===== config.mk =====
export PLATFORM = sky130hd
export DESIGN_NAME = neighbour_scanner
export DESIGN_NICKNAME = d
export VERILOG_FILES = /design/src/rtl/gol_pkg.sv /design/src/rtl/neighbour_scanner_coord_step.sv /design/src/rtl/neighbour_scanner.sv
export SDC_FILE = /design/constraint.sdc
export NUM_CORES = 1
export LEC_CHECK = 0
export ABC_CLOCK_PERIOD_IN_PS = 2700
export BUFFER_PORTS_ARGS = -buffer_cell sky130_fd_sc_hd__buf_2
export CORE_ASPECT_RATIO = 0.8
export CORE_MARGIN = 2
export CORE_UTILIZATION = 40
export DETAILED_ROUTE_END_ITERATION = 8
export GPL_TIMING_DRIVEN = 0
export PLACE_DENSITY_LB_ADDON = 0.1
export SLEW_MARGIN = 20
export SYNTH_ARGS = -nofsm -noshare
export SYNTH_HDL_FRONTEND = slang
export SYNTH_SLANG_ARGS = --single-unit

===== constraint.sdc =====
create_clock -name i_clk -period 2.7 [get_ports i_clk]
set_input_delay 0.54 -clock i_clk [delete_from_list [all_inputs] [get_ports i_clk]]
set_output_delay 0.54 -clock i_clk [all_outputs]
set_load 0.1 [all_outputs]

===== src/rtl/gol_pkg.sv =====
// Shared Game-of-Life types and constants: scanner FSM states, neighbour
// visiting order, default grid size and the Conway B3/S23 rule masks.
package gol_pkg;

    typedef enum logic [1:0] {
        ST_IDLE,
        ST_READ,
        ST_WAIT,
        ST_DONE
    } scan_state_t;

    localparam int GRID_W_DEF = 15;
    localparam int GRID_H_DEF = 20;

    localparam logic [8:0] MASK_B3  = 9'b000001000;
    localparam logic [8:0] MASK_S23 = 9'b000001100;

    // Visiting order: centre first, then clockwise starting at north.
    localparam logic [3:0] IDX_C  = 4'd0;
    localparam logic [3:0] IDX_N  = 4'd1;
    localparam logic [3:0] IDX_NE = 4'd2;
    localparam logic [3:0] IDX_E  = 4'd3;
    localparam logic [3:0] IDX_SE = 4'd4;
    localparam logic [3:0] IDX_S  = 4'd5;
    localparam logic [3:0] IDX_SW = 4'd6;
    localparam logic [3:0] IDX_W  = 4'd7;
    localparam logic [3:0] IDX_NW = 4'd8;

    function automatic logic signed [1:0] idx_dx(input logic [3:0] idx);
        case (idx)
            IDX_NE, IDX_E, IDX_SE: return 2'sd1;
            IDX_SW, IDX_W, IDX_NW: return -2'sd1;
            default:               return 2'sd0;
        endcase
    endfunction

    // North is y-1, so the northern row steps negative.
    function automatic logic signed [1:0] idx_dy(input logic [3:0] idx);
        case (idx)
            IDX_N, IDX_NE, IDX_NW: return -2'sd1;
            IDX_SE, IDX_S, IDX_SW: return 2'sd1;
            default:               return 2'sd0;
        endcase
    endfunction

endpackage


===== src/rtl/neighbour_scanner_coord_step.sv =====
// One-axis coordinate stepper: moves a coordinate by -1/0/+1 with either
// toroidal wrap or an off-grid flag at the edges (compare-and-select only).
module coord_step #(
    parameter int W    = 4,
    parameter int MAX  = 15,
    parameter bit WRAP = 1'b1
) (
    input  logic [W-1:0]       i_coord,
    input  logic signed [1:0]  i_dir,
    output logic [W-1:0]       o_coord,
    output logic               o_off_grid
);

    localparam logic [W-1:0] LAST = W'(MAX - 1);

    always_comb begin
        o_coord    = i_coord;
        o_off_grid = 1'b0;
        if (i_dir == 2'sd1) begin
            if (i_coord == LAST) begin
                o_coord    = '0;
                o_off_grid = !WRAP;
            end else begin
                o_coord = i_coord + W'(1);
            end
        end else if (i_dir == -2'sd1) begin
            if (i_coord == '0) begin
                o_coord    = WRAP ? LAST : '0;
                o_off_grid = !WRAP;
            end else begin
                o_coord = i_coord - W'(1);
            end
        end
    end

endmodule


===== src/rtl/neighbour_scanner.sv =====
// Sequential neighbour evaluator: reads a cell and its eight neighbours one per
// cycle from single-port cell RAM, counts live neighbours and applies a B/S rule.
module neighbour_scanner
    import gol_pkg::*;
#(
    parameter int         GRID_W       = GRID_W_DEF,
    parameter int         GRID_H       = GRID_H_DEF,
    parameter int         XW           = $clog2(GRID_W),
    parameter int         YW           = $clog2(GRID_H),
    parameter bit         WRAP         = 1'b1,
    parameter logic [8:0] BIRTH_MASK   = MASK_B3,
    parameter logic [8:0] SURVIVE_MASK = MASK_S23
) (
    input  logic          i_clk,
    input  logic          i_reset,
    input  logic          i_valid,
    output logic          o_ready,
    input  logic [XW-1:0] i_x,
    input  logic [YW-1:0] i_y,
    output logic          o_rd_en,
    output logic [XW-1:0] o_rd_x,
    output logic [YW-1:0] o_rd_y,
    input  logic          i_rd_data,
    output logic          o_valid,
    input  logic          i_ready,
    output logic [3:0]    o_sum,
    output logic          o_alive,
    output logic          o_next,
    output logic          o_err
);

    localparam logic [XW:0] X_LIM = (XW + 1)'(GRID_W);
    localparam logic [YW:0] Y_LIM = (YW + 1)'(GRID_H);

    scan_state_t   r_state;
    scan_state_t   w_state_nxt;
    logic [XW-1:0] r_x;
    logic [YW-1:0] r_y;
    logic [3:0]    r_idx;
    logic [3:0]    r_sum;
    logic          r_alive;
    logic          r_err;
    logic          r_pend_vld;
    logic          r_pend_ctr;

    logic [XW-1:0] w_cx;
    logic [YW-1:0] w_cy;
    logic          w_offx;
    logic          w_offy;
    logic          w_rd_en;
    logic          w_oob;
    logic          w_accept;

    assign w_oob = ({1'b0, i_x} >= X_LIM) || ({1'b0, i_y} >= Y_LIM);

    coord_step #(
        .W    (XW),
        .MAX  (GRID_W),
        .WRAP (WRAP)
    ) u_step_x (
        .i_coord    (r_x),
        .i_dir      (idx_dx(r_idx)),
        .o_coord    (w_cx),
        .o_off_grid (w_offx)
    );

    coord_step #(
        .W    (YW),
        .MAX  (GRID_H),
        .WRAP (WRAP)
    ) u_step_y (
        .i_coord    (r_y),
        .i_dir      (idx_dy(r_idx)),
        .o_coord    (w_cy),
        .o_off_grid (w_offy)
    );

    // Off-grid slots still consume their cycle so latency never varies.
    assign w_rd_en = (r_state == ST_READ) && !w_offx && !w_offy;

    always_ff @(posedge i_clk) begin
        if (i_reset) begin
            r_state <= ST_IDLE;
        end else begin
            r_state <= w_state_nxt;
        end
    end

    always_comb begin
        w_state_nxt = r_state;
        o_ready     = 1'b0;
        o_valid     = 1'b0;
        w_accept    = 1'b0;
        case (r_state)
            ST_IDLE: begin
                o_ready = 1'b1;
                if (i_valid) begin
                    w_accept    = 1'b1;
                    w_state_nxt = w_oob ? ST_DONE : ST_READ;
                end
            end
            ST_READ: begin
                if (r_idx == IDX_NW) begin
                    w_state_nxt = ST_WAIT;
                end
            end
            ST_WAIT: begin
                w_state_nxt = ST_DONE;
            end
            ST_DONE: begin
                o_valid = 1'b1;
                if (i_ready) begin
                    w_state_nxt = ST_IDLE;
                end
            end
            default: begin
                w_state_nxt = ST_IDLE;
            end
        endcase
    end

    always_ff @(posedge i_clk) begin
        if (i_reset) begin
            r_x        <= '0;
            r_y        <= '0;
            r_idx      <= '0;
            r_sum      <= '0;
            r_alive    <= 1'b0;
            r_err      <= 1'b0;
            r_pend_vld <= 1'b0;
            r_pend_ctr <= 1'b0;
        end else begin
            // Tag each issued read so its data, one cycle later, lands in the right place.
            r_pend_vld <= w_rd_en;
            r_pend_ctr <= (r_idx == IDX_C);
            if (r_state == ST_READ) begin
                r_idx <= r_idx + 4'd1;
            end
            if (r_pend_vld) begin
                if (r_pend_ctr) begin
                    r_alive <= i_rd_data;
                end else begin
                    r_sum <= r_sum + {3'b000, i_rd_data};
                end
            end
            if (w_accept) begin
                r_x     <= i_x;
                r_y     <= i_y;
                r_idx   <= '0;
                r_sum   <= '0;
                r_alive <= 1'b0;
                r_err   <= w_oob;
            end
            if ((r_state == ST_DONE) && i_ready) begin
                r_err <= 1'b0;
            end
        end
    end

    assign o_rd_en = w_rd_en;
    assign o_rd_x  = w_rd_en ? w_cx : '0;
    assign o_rd_y  = w_rd_en ? w_cy : '0;
    assign o_sum   = r_sum;
    assign o_alive = r_alive;
    assign o_err   = r_err;
    assign o_next  = ((r_state == ST_DONE) && !r_err)
                   ? (r_alive ? SURVIVE_MASK[r_sum] : BIRTH_MASK[r_sum])
                   : 1'b0;

endmodule

==> flow_summary.json, run 1 <==
{
  "status": "finished with violations",
  "violations": "setup timing",
  "cp_slowest_cell": "dfxtp_4",
  "grt_antenna_before_repair": 0,
  "grt_pass1_vias": 1442,
  "clockBufferDepth": 2,
  "drtIter0Drc": 58,
  "drv_slew": 0,
  "htree_levels": 1,
  "wl_per_cell_um": 13.5,
  "syn_inst": 210,
  "critical_path_arrival_ps": 2180,
  "vias": 1607,
  "post_route_cells_drive_above_1_share": 0.329,
  "fmax_ghz": 0.368,
  "syn_nets": 241,
  "cp_top_family": "buffers and inverters",
  "cp_max_fo": 7,
  "dr.pass1.iters": 4,
  "via_per_inst": 5.20,
  "ir_drop_v": 0.000835,
  "root_buffer": "clkbuf_8",
  "power_mw": 1.85,
  "yosys-mux-area-fraction": 0.0468,
  "hold_class": "in2reg",
  "synth-seq-cells": 25,
  "final_nets": 284,
  "synth_edf_count": 0,
  "hold_depth": 2,
  "synth_fa_ha_area_frac": 0.122,
  "routed_wl_um": 4160,
  "crit_chain": "buf_6 -> ha_4 -> o21a_1 -> or3_1 -> buf_6 -> o211ai_1 -> mux2i_4 -> buf_12",
  "yosys_warnings": 0,
  "p_leak_nw": 0.924,
  "fp.dieW_um": 77.7,
  "syn2layout_area_growth_pct": 34.9,
  "grt_overflow": 0,
  "setup_viol": 1,
  "ant_nets": 0,
  "coreArea_um2": 4180,
  "die_h_um": 62.9,
  "switchingPower_uw": 942,
  "hpwl_um": 3060,
  "synth_top_area_frac": 0.288,
  "synth-simple-area-share": 0.269,
  "seqPwrFrac": 0.268,
  "yosysTopAreaCell": "dfxtp_1",
  "drc_errors": 0,
  "preCtsSetupSlack_ps": 19.2,
  "grt_usage": 0.176,
  "cp_num_cells": 8,
  "comb_power_share": 0.608,
  "start_util": 0.416,
  "synth_ff_type": "dfxtp_1",
  "grt_first_pass_wirelength_um": 6950,
  "period_minus_slack_ps": 2720,
  "gp_congestion": 0.818,
  "cap_violations": 0,
  "yosysSeqAreaShare": 0.288,
  "slew_headroom": 0.653,
  "cp-end-kind": "output port",
  "cts.clk_slew.worst_paths_ps": 90,
  "p_per_area_nw_per_um2": 790,
  "io_buffers": 32,
  "grt_max_degree": 15,
  "die_area_um2": 4890,
  "setup_ws_ps": -17.6,
  "synth-xor-area-share": 0.0252,
  "path_buf_inv": 3,
  "fin_tns_setup_ps": -17.6,
  "fp-row-count": 21,
  "synthTopCellsByArea": "dfxtp_1 (29%), ha_1 (12%), nand2_1 (5.8%)",
  "clock-skew-final_ps": 1.21,
  "synthArstFlopShare": 0,
  "hold_viol": 0,
  "max_stage_delay_ps": 380,
  "p_sw_frac": 0.509,
  "pwr-share-clk": 0.123,
  "path_common_cell": "buf_6",
  "clk_latency_ps": 270,
  "critPathKind": "reg2out",
  "internal_power_uw": 908,
  "synth_compound_area_frac": 0.184,
  "cts_tree": "yes",
  "numCtsBuffers": 3,
  "avgSynthCellArea_um2": 8.27,
  "netlist_area_um2": 1740,
  "reg2reg_depth": 7,
  "synth_top_family_by_area": "simple AND/OR/NAND/NOR gates",
  "io_pins": 33,
  "yosysUniqueCellTypes": 50,
  "clock-sinks": 25,
  "period_share": 1.01,
  "rsz0062_at_grt": "yes",
  "start_kind": "register",
  "antenna_cells": 0,
  "worstMarginPinSlew_ps": 521,
  "critPathRequiredTime_ps": 2160
}
-- cell type report --
| cell class | count | area, um2 |
|---|---|---|
| Fill cell | 386 | 1840 |
| Multi-Input combinational cell | 160 | 1300 |
| Sequential cell | 25 | 508 |
| Timing Repair Buffer | 38 | 297 |
| Tap cell | 57 | 71.3 |
| Buffer | 11 | 62.6 |
| Inverter | 14 | 57.6 |
| Clock buffer | 3 | 41.3 |
| Clock inverter | 1 | 5.00 |
-- path summary, 6_finish.rpt --
path                                start              endpoint  slack, ps
setup / recovery    r_idx[1]$_SDFFE_PN0P_             o_rd_x[2]        -20
setup reg to reg  r_state[1]$_SDFFE_PP0P_              register        790
hold reg to reg     r_pend_vld$_SDFF_PP0_  o_alive$_SDFFE_PN0P_        500
hold / removal                    i_ready    o_err$_SDFFE_PP0P_        450
-- cell families after synthesis --
| kind of cell | after synthesis |
|---|---|
| flip-flops | 25 |
| AND/OR/NAND/NOR | 84 |
| XOR/XNOR | 5 |
| AO/OA/AOI/OAI | 46 |
| multiplexers | 8 |
| buffers and inverters | 25 |
| adder cells (fa/ha/maj) | 17 |
-- power groups by stage --
| stage | Combinational [mW] | Clock [mW] | Sequential, mW |
|---|---|---|---|
| floorplan | 0.822 | 0 | 0.528 |
| global placement | 1.02 | 0 | 0.501 |
| detailed placement | 1.01 | 0 | 0.502 |
| CTS | 1.07 | 0.231 | 0.498 |
| global route | 1.21 | 0.250 | 0.507 |
| finish | 1.13 | 0.228 | 0.497 |
-- flip-flops by register name (all words and copies together), names as in the netlist, named ones only --
register and count:
o_err 1, r_pend_ctr 1, o_alive 1, r_state 2, r_y 5, o_sum 4
r_x 4, r_pend_vld 1, r_idx 4
-- layout by cell type (no fill, tap or decap), types with 4 or more instances in the layout --
master	n
mux2i_1	5
o21ai_0	7
buf_6	5
clkbuf_1	6
buf_4	6
dfxtp_1	23
a21oi_1	12
xor2_1	4
nor2_1	19
buf_2	23
buf_12	4
nor3_1	4
nand4_1	4
ha_1	11
inv_1	12
nand2_1	27
nand3_1	4
-- layer usage --
layer,vias up,share of wire,track usage
met4,0,0.012,0.0536
met3,4,0.045,0.0303
met5,-,0,0
li1,829,-,-
met2,33,0.42,0.266
met1,741,0.52,0.254
-- stage by stage --
step                hold slack, ps  cell area, um2  cells   util
floorplan                      465            1850    210      -
global placement               478            2090    299  0.499
detailed placement             490            2090    299  0.499
CTS                            447            2240    305  0.536
global route                   447            2340    309  0.561
finish                         451            2340    309  0.561
-- cell usage after synthesis (all sizes together), types with 2 or more instances --
library cell,number
nand3,4
nor3,7
nor3b,2
xor2,4
a21oi,14
inv,14
a31oi,2
mux2i,7
a211oi,6
o21a,2
nor2,19
ha,17
nand4,4
o311a,2
dfxtp,25
or2,2
nand2,27
buf,3
o41ai,4
or3,2
o21ai,9
nor4b,3
nor2b,3
clkbuf,8
nand2b,3
-- timing repair --
item,4_1_cts,5_1_grt
gates resized for setup,26,16
endpoints found under the setup margin,8,9
gates cloned,0,0
hold buffers,0,0
setup buffers,2,4
pin swaps,6,10
hold endpoints to repair,0,0
(Power assumes the default switching activity.)
==> run 2: changes to the inputs <==
- CORE_UTILIZATION: 40 -> 50
==> run 2 against run 1 <==
  * The flow still finishes with violations (setup timing)
  * Combinational power barely moved
  * Sequential power about the same
  * Critical path depth is the same
  * Global-route usage up 3.2 points
  * Worst hold slack better by 16 ps
  * Clock-buffer cell count increased by 1
  * Final cell count down 5.8%
  * Routed wire length down 4.4%
  * Non-clock buffer count fell by 3
  * First-iteration DRC count grew 14%
  * Critical path type unchanged
  * Critical endpoint unchanged
  * Largest cell class unchanged
  * Largest power group unchanged
==> flow_summary.json, run 2 (same netlist as run 1, synthesis figures left out) <==
{
  "start_util": 0.514,
  "multi_input_area_um2": 1270,
  "cap_violations": 0,
  "grt_overflow": 0,
  "drv_slew": 0,
  "clock-skew-final_ps": 4.57,
  "fp-row-count": 19,
  "start_kind": "register",
  "antenna_cells": 0,
  "final_nets": 281,
  "setup_ws_ps": -18.6,
  "gp_congestion": 0.791,
  "p_per_area_nw_per_um2": 812,
  "routed_wl_um": 3970,
  "largest_register": "r_y",
  "cp_max_fo": 7,
  "grt_antenna_before_repair": 0,
  "setup_viol": 2,
  "cts_tree": "yes",
  "numCtsBuffers": 3,
  "grt_pass1_vias": 1424,
  "post_route_cells_drive_above_1_share": 0.305,
  "hpwl_um": 2890,
  "fin_cells": 291,
  "grt_first_pass_wirelength_um": 6690,
  "cts.clk_slew.worst_paths_ps": 80,
  "reg2reg_depth": 7,
  "critical_path_arrival_ps": 2180,
  "preCtsSetupSlack_ps": 6.19,
  "final_common_cell": "nand2_1",
  "wl_per_cell_um": 13.7,
  "vias": 1605,
  "largest_register_ffs": 5,
  "hold_viol": 0,
  "ff_latch_area_um2": 507,
  "worstSetupEndpoint": "o_rd_x[2]",
  "drc_errors": 0,
  "hold_class": "in2reg",
  "cts_hold_buf": 0,
  "worstMarginPinSlew_ps": 581,
  "cp-end-kind": "output port",
  "io_buffers": 32,
  "clk_latency_ps": 270,
  "r2r_slack_ps": 730,
  "hold_ws_ps": 466,
  "critPathKind": "reg2out",
  "clockBufferDepth": 2,
  "period_minus_slack_ps": 2720,
  "root_buffer": "clkbuf_8",
  "critPathRequiredTime_ps": 2160,
  "die_h_um": 56.7,
  "via_per_inst": 5.52,
  "layout_common_cells": "nand2_1 (27), buf_2 (23), dfxtp_1 (22)",
  "postLayoutCoreUtil": 0.667,
  "clock-sinks": 25,
  "grt_max_degree": 14,
  "fmax_ghz": 0.368,
  "p_leak_nw": 0.889,
  "nFillCells": 293,
  "drtIter0Drc": 66,
  "rsz0062_at_grt": "yes",
  "violations": "setup timing",
  "dr.pass1.iters": 4,
  "ant_nets": 0,
  "syn2layout_area_growth_pct": 29.7,
  "crit_path_start": "r_idx[0]$_SDFFE_PN0P_",
  "period_share": 1.01,
  "timing.rr.start": "r_state[0]$_SDFFE_PP0P_",
  "ir_drop_v": 0.000959,
  "grt_usage": 0.208,
  "die_area_um2": 3960,
  "dp_cells": 284,
  "io_pins": 33,
  "coreArea_um2": 3380,
  "htree_levels": 1,
  "slew_headroom": 0.613,
  "status": "finished with violations",
  "power_mw": 1.83,
  "fp.dieW_um": 69.9
}
run 2: cell count changes in the layout (fill, tap and decap cells not counted), sizes merged:
cell / delta
clkbuf: +1
clkinv: -1
buf: -3
run 2: worst min-delay path by stage:
stage	start	slack [ps]	cells after the start	end
after floorplan	r_pend_vld$_SDFF_PP0_	470	2	o_alive$_SDFFE_PN0P_
after global placement	r_pend_vld$_SDFF_PP0_	480	2	o_alive$_SDFFE_PN0P_
after detailed placement	r_pend_vld$_SDFF_PP0_	490	2	o_alive$_SDFFE_PN0P_
after CTS	i_ready	460	2	o_err$_SDFFE_PP0P_
after global routing	i_ready	470	2	o_err$_SDFFE_PP0P_
final	i_ready	470	2	o_err$_SDFFE_PP0P_
run 2: metrics by stage:
stage / area [um2] / setup TNS (ps)
6_report: 2250 / -21.2
3_5_place_dp: 2070 / 0
5_1_grt: 2250 / -572
4_1_cts: 2190 / -34.0
2_1_floorplan: 1850 / -220
3_3_place_gp: 2070 / 0
run 2: layer usage:
layer	part of all wire	track usage	vias to the layer above
li1	-	-	824
met3	0.040	0.0359	4
met5	0	0	-
met4	0.0081	0.0412	0
met1	0.51	0.309	738
met2	0.44	0.317	39
run 2: area by class of cell:
cell class | instances | area share
multi-input cells | 160 | 0.565
flip-flops and latches | 25 | 0.225
repair buffers | 35 | 0.114
plain buffers | 11 | 0.0278
inverters | 14 | 0.0244
well taps | 42 | 0.0233
clock buffers | 4 | 0.0200
run 2: power breakdown:
group / switching (mW) / internal (mW)
Combinational: 0.743 / 0.368
Clock: 0.114 / 0.105
Sequential: 0.0698 / 0.428
run 2: worst max-delay path, stage by stage, from the launching register on:
cell and delay [ps]:
dfxtp_4 390, inv_4 50, ha_2 240, o21a_1 170
or3_1 360, buf_6 160, o211ai_1 240, mux2i_4 120
buf_12 180
run 2: timing repair:
action,CTS,global route
setup buffers,0,3
endpoints found under the setup margin,8,9
gates resized for setup,22,11
pin swaps,2,5
==> run 3: changes to the inputs <==
- BUFFER_PORTS_ARGS: -buffer_cell sky130_fd_sc_hd__buf_2 -> -buffer_cell sky130_fd_sc_hd__buf_4
==> run 3 against run 2 <==
  * The run still ends with setup timing left
  * Routed wire length up 0.28%
  * Critical path type unchanged
  * Final cell count down 0.34%
  * Flip-flop and latch count unchanged
  * Clock-buffer cell count down 1
  * Non-clock buffer count down 1
  * Die area unchanged
==> flow_summary.json, run 3 (same netlist as run 1, synthesis figures left out) <==
{
  "numCtsBuffers": 3,
  "htree_levels": 1,
  "cts_hold_buf": 0,
  "start_util": 0.514,
  "hold_class": "in2reg",
  "clk_latency_ps": 270,
  "critPathKind": "reg2out",
  "critPathRequiredTime_ps": 2160,
  "setup_viol": 1,
  "clock-skew-final_ps": 7.63,
  "syn2layout_area_growth_pct": 34.5,
  "preCtsSetupSlack_ps": 59.1,
  "critical_path_arrival_ps": 2180,
  "cts_tree": "yes",
  "crit_chain": "ha_1 -> o21a_1 -> or3_1 -> buf_6 -> o211ai_1 -> mux2i_4 -> buf_12",
  "coreArea_um2": 3380,
  "fin_area_um2": 2340,
  "r2r_slack_ps": 720,
  "setup_ws_ps": -22.3,
  "root_buffer": "clkbuf_8",
  "gp_congestion": 0.796,
  "grt_pass1_vias": 1480,
  "period_minus_slack_ps": 2720,
  "cp_max_fo": 7,
  "wl_per_cell_um": 13.7,
  "violations": "setup timing",
  "clock-sinks": 25,
  "fp-row-count": 19,
  "layout_common_cells": "nand2_1 (27), buf_4 (26), dfxtp_1 (23)",
  "hold_path_end": "o_err$_SDFFE_PP0P_",
  "drv_slew": 0,
  "grt_antenna_before_repair": 0,
  "vias": 1591,
  "hold_depth": 2,
  "io_buffers": 32,
  "p_per_area_nw_per_um2": 788,
  "ant_nets": 0,
  "largest_register": "r_y",
  "routed_wl_um": 3990,
  "cts.clk_slew.worst_paths_ps": 90,
  "drtIter0Drc": 90,
  "antenna_cells": 0,
  "status": "finished with violations",
  "wl_met3_um": 190,
  "hold_viol": 0,
  "period_share": 1.01,
  "grt_max_degree": 15,
  "cp-end-kind": "output port",
  "dr.pass1.iters": 5,
  "p_leak_nw": 0.905,
  "fmax_ghz": 0.367,
  "drc_errors": 0,
  "cp_slowest_cell": "dfxtp_4",
  "io_pins": 33,
  "timing.rr.start": "r_state[1]$_SDFFE_PP0P_",
  "rsz0062_at_grt": "yes",
  "largest_register_ffs": 5,
  "hp-start": "i_ready",
  "final_common_cell": "nand2_1",
  "max_stage_delay_ps": 370,
  "grt_usage": 0.212,
  "met2WireLength_um": 1810,
  "via_per_inst": 5.49,
  "reg2reg_depth": 7,
  "die_area_um2": 3960,
  "ir_drop_v": 0.000914,
  "wl_met1_um": 1950,
  "dpl-instance-area_um2": 2150,
  "final_nets": 280,
  "routed.top_layer": "met4",
  "hold_ws_ps": 445,
  "grt_first_pass_wirelength_um": 6800,
  "grt_overflow": 0,
  "post_route_cells_drive_above_1_share": 0.306,
  "postLayoutCoreUtil": 0.692,
  "worstMarginPinSlew_ps": 567,
  "cap_violations": 0,
  "start_kind": "register",
  "fp.dieW_um": 69.9,
  "slew_headroom": 0.617,
  "clockBufferDepth": 2,
  "die_h_um": 56.7,
  "hpwl_um": 2950
}
run 3: metrics by stage:
stage          setup TNS, ps  instances  power, mW
3_3_place_gp               0        284       1.53
2_1_floorplan           -220        210       1.35
5_1_grt                 -233        290       1.95
6_report               -22.3        290       1.84
3_5_place_dp               0        284       1.54
4_1_cts                -13.8        288       1.80
run 3: where the power goes:
part / total, mW / switching (mW) / internal (mW)
logic: 1.12 / 0.740 / 0.383
clock network: 0.223 / 0.120 / 0.103
registers: 0.495 / 0.0677 / 0.427
total: 1.84 / 0.928 / 0.914
run 3: cell type report:
cell class              instances  area [um2]
clock inverters                 1        5.00
multi-input cells             160        1290
clock buffers                   3        41.3
plain buffers                  11        62.6
inverters                      14        55.1
well taps                      42        52.6
repair buffers                 34         319
flip-flops and latches         25         508
fillers                       281        1040
run 3: metal layers:
layer	GRT usage	vias to the layer above
met5	0	-
met3	0.0359	4
li1	-	814
met2	0.332	38
met4	0.0330	0
met1	0.312	735
run 3: how the worst max path moves through the flow:
stage,startpoint,to,slack (ps),depth (start not counted)
3_5_place_dp,r_idx[0]$_SDFFE_PN0P_,o_rd_x[0],60,8
4_1_cts,r_idx[1]$_SDFFE_PN0P_,o_rd_y[4],-7,8
6_report,r_idx[0]$_SDFFE_PN0P_,o_rd_x[2],-20,7
5_1_grt,r_idx[0]$_SDFFE_PN0P_,o_rd_y[4],-100,7
3_3_place_gp,r_idx[0]$_SDFFE_PN0P_,o_rd_x[0],50,8
2_1_floorplan,r_idx[1]$_SDFFE_PN0P_,o_rd_y[4],-210,6
run 3: repair_timing:
item,CTS,global route
gates resized for setup,15,14
endpoints found under the setup margin,6,7
buffers inserted,0,2
pin swaps,2,6
run 3: critical path: cells and delay by family, from the launching register on:
family / cells / cell delay [ps]
flip-flops: 1 / 370
adder cells (fa/ha/maj): 1 / 260
buffers and inverters: 2 / 340
multiplexers: 1 / 120
AND/OR/NAND/NOR: 1 / 370
AO/OA/AOI/OAI: 2 / 450
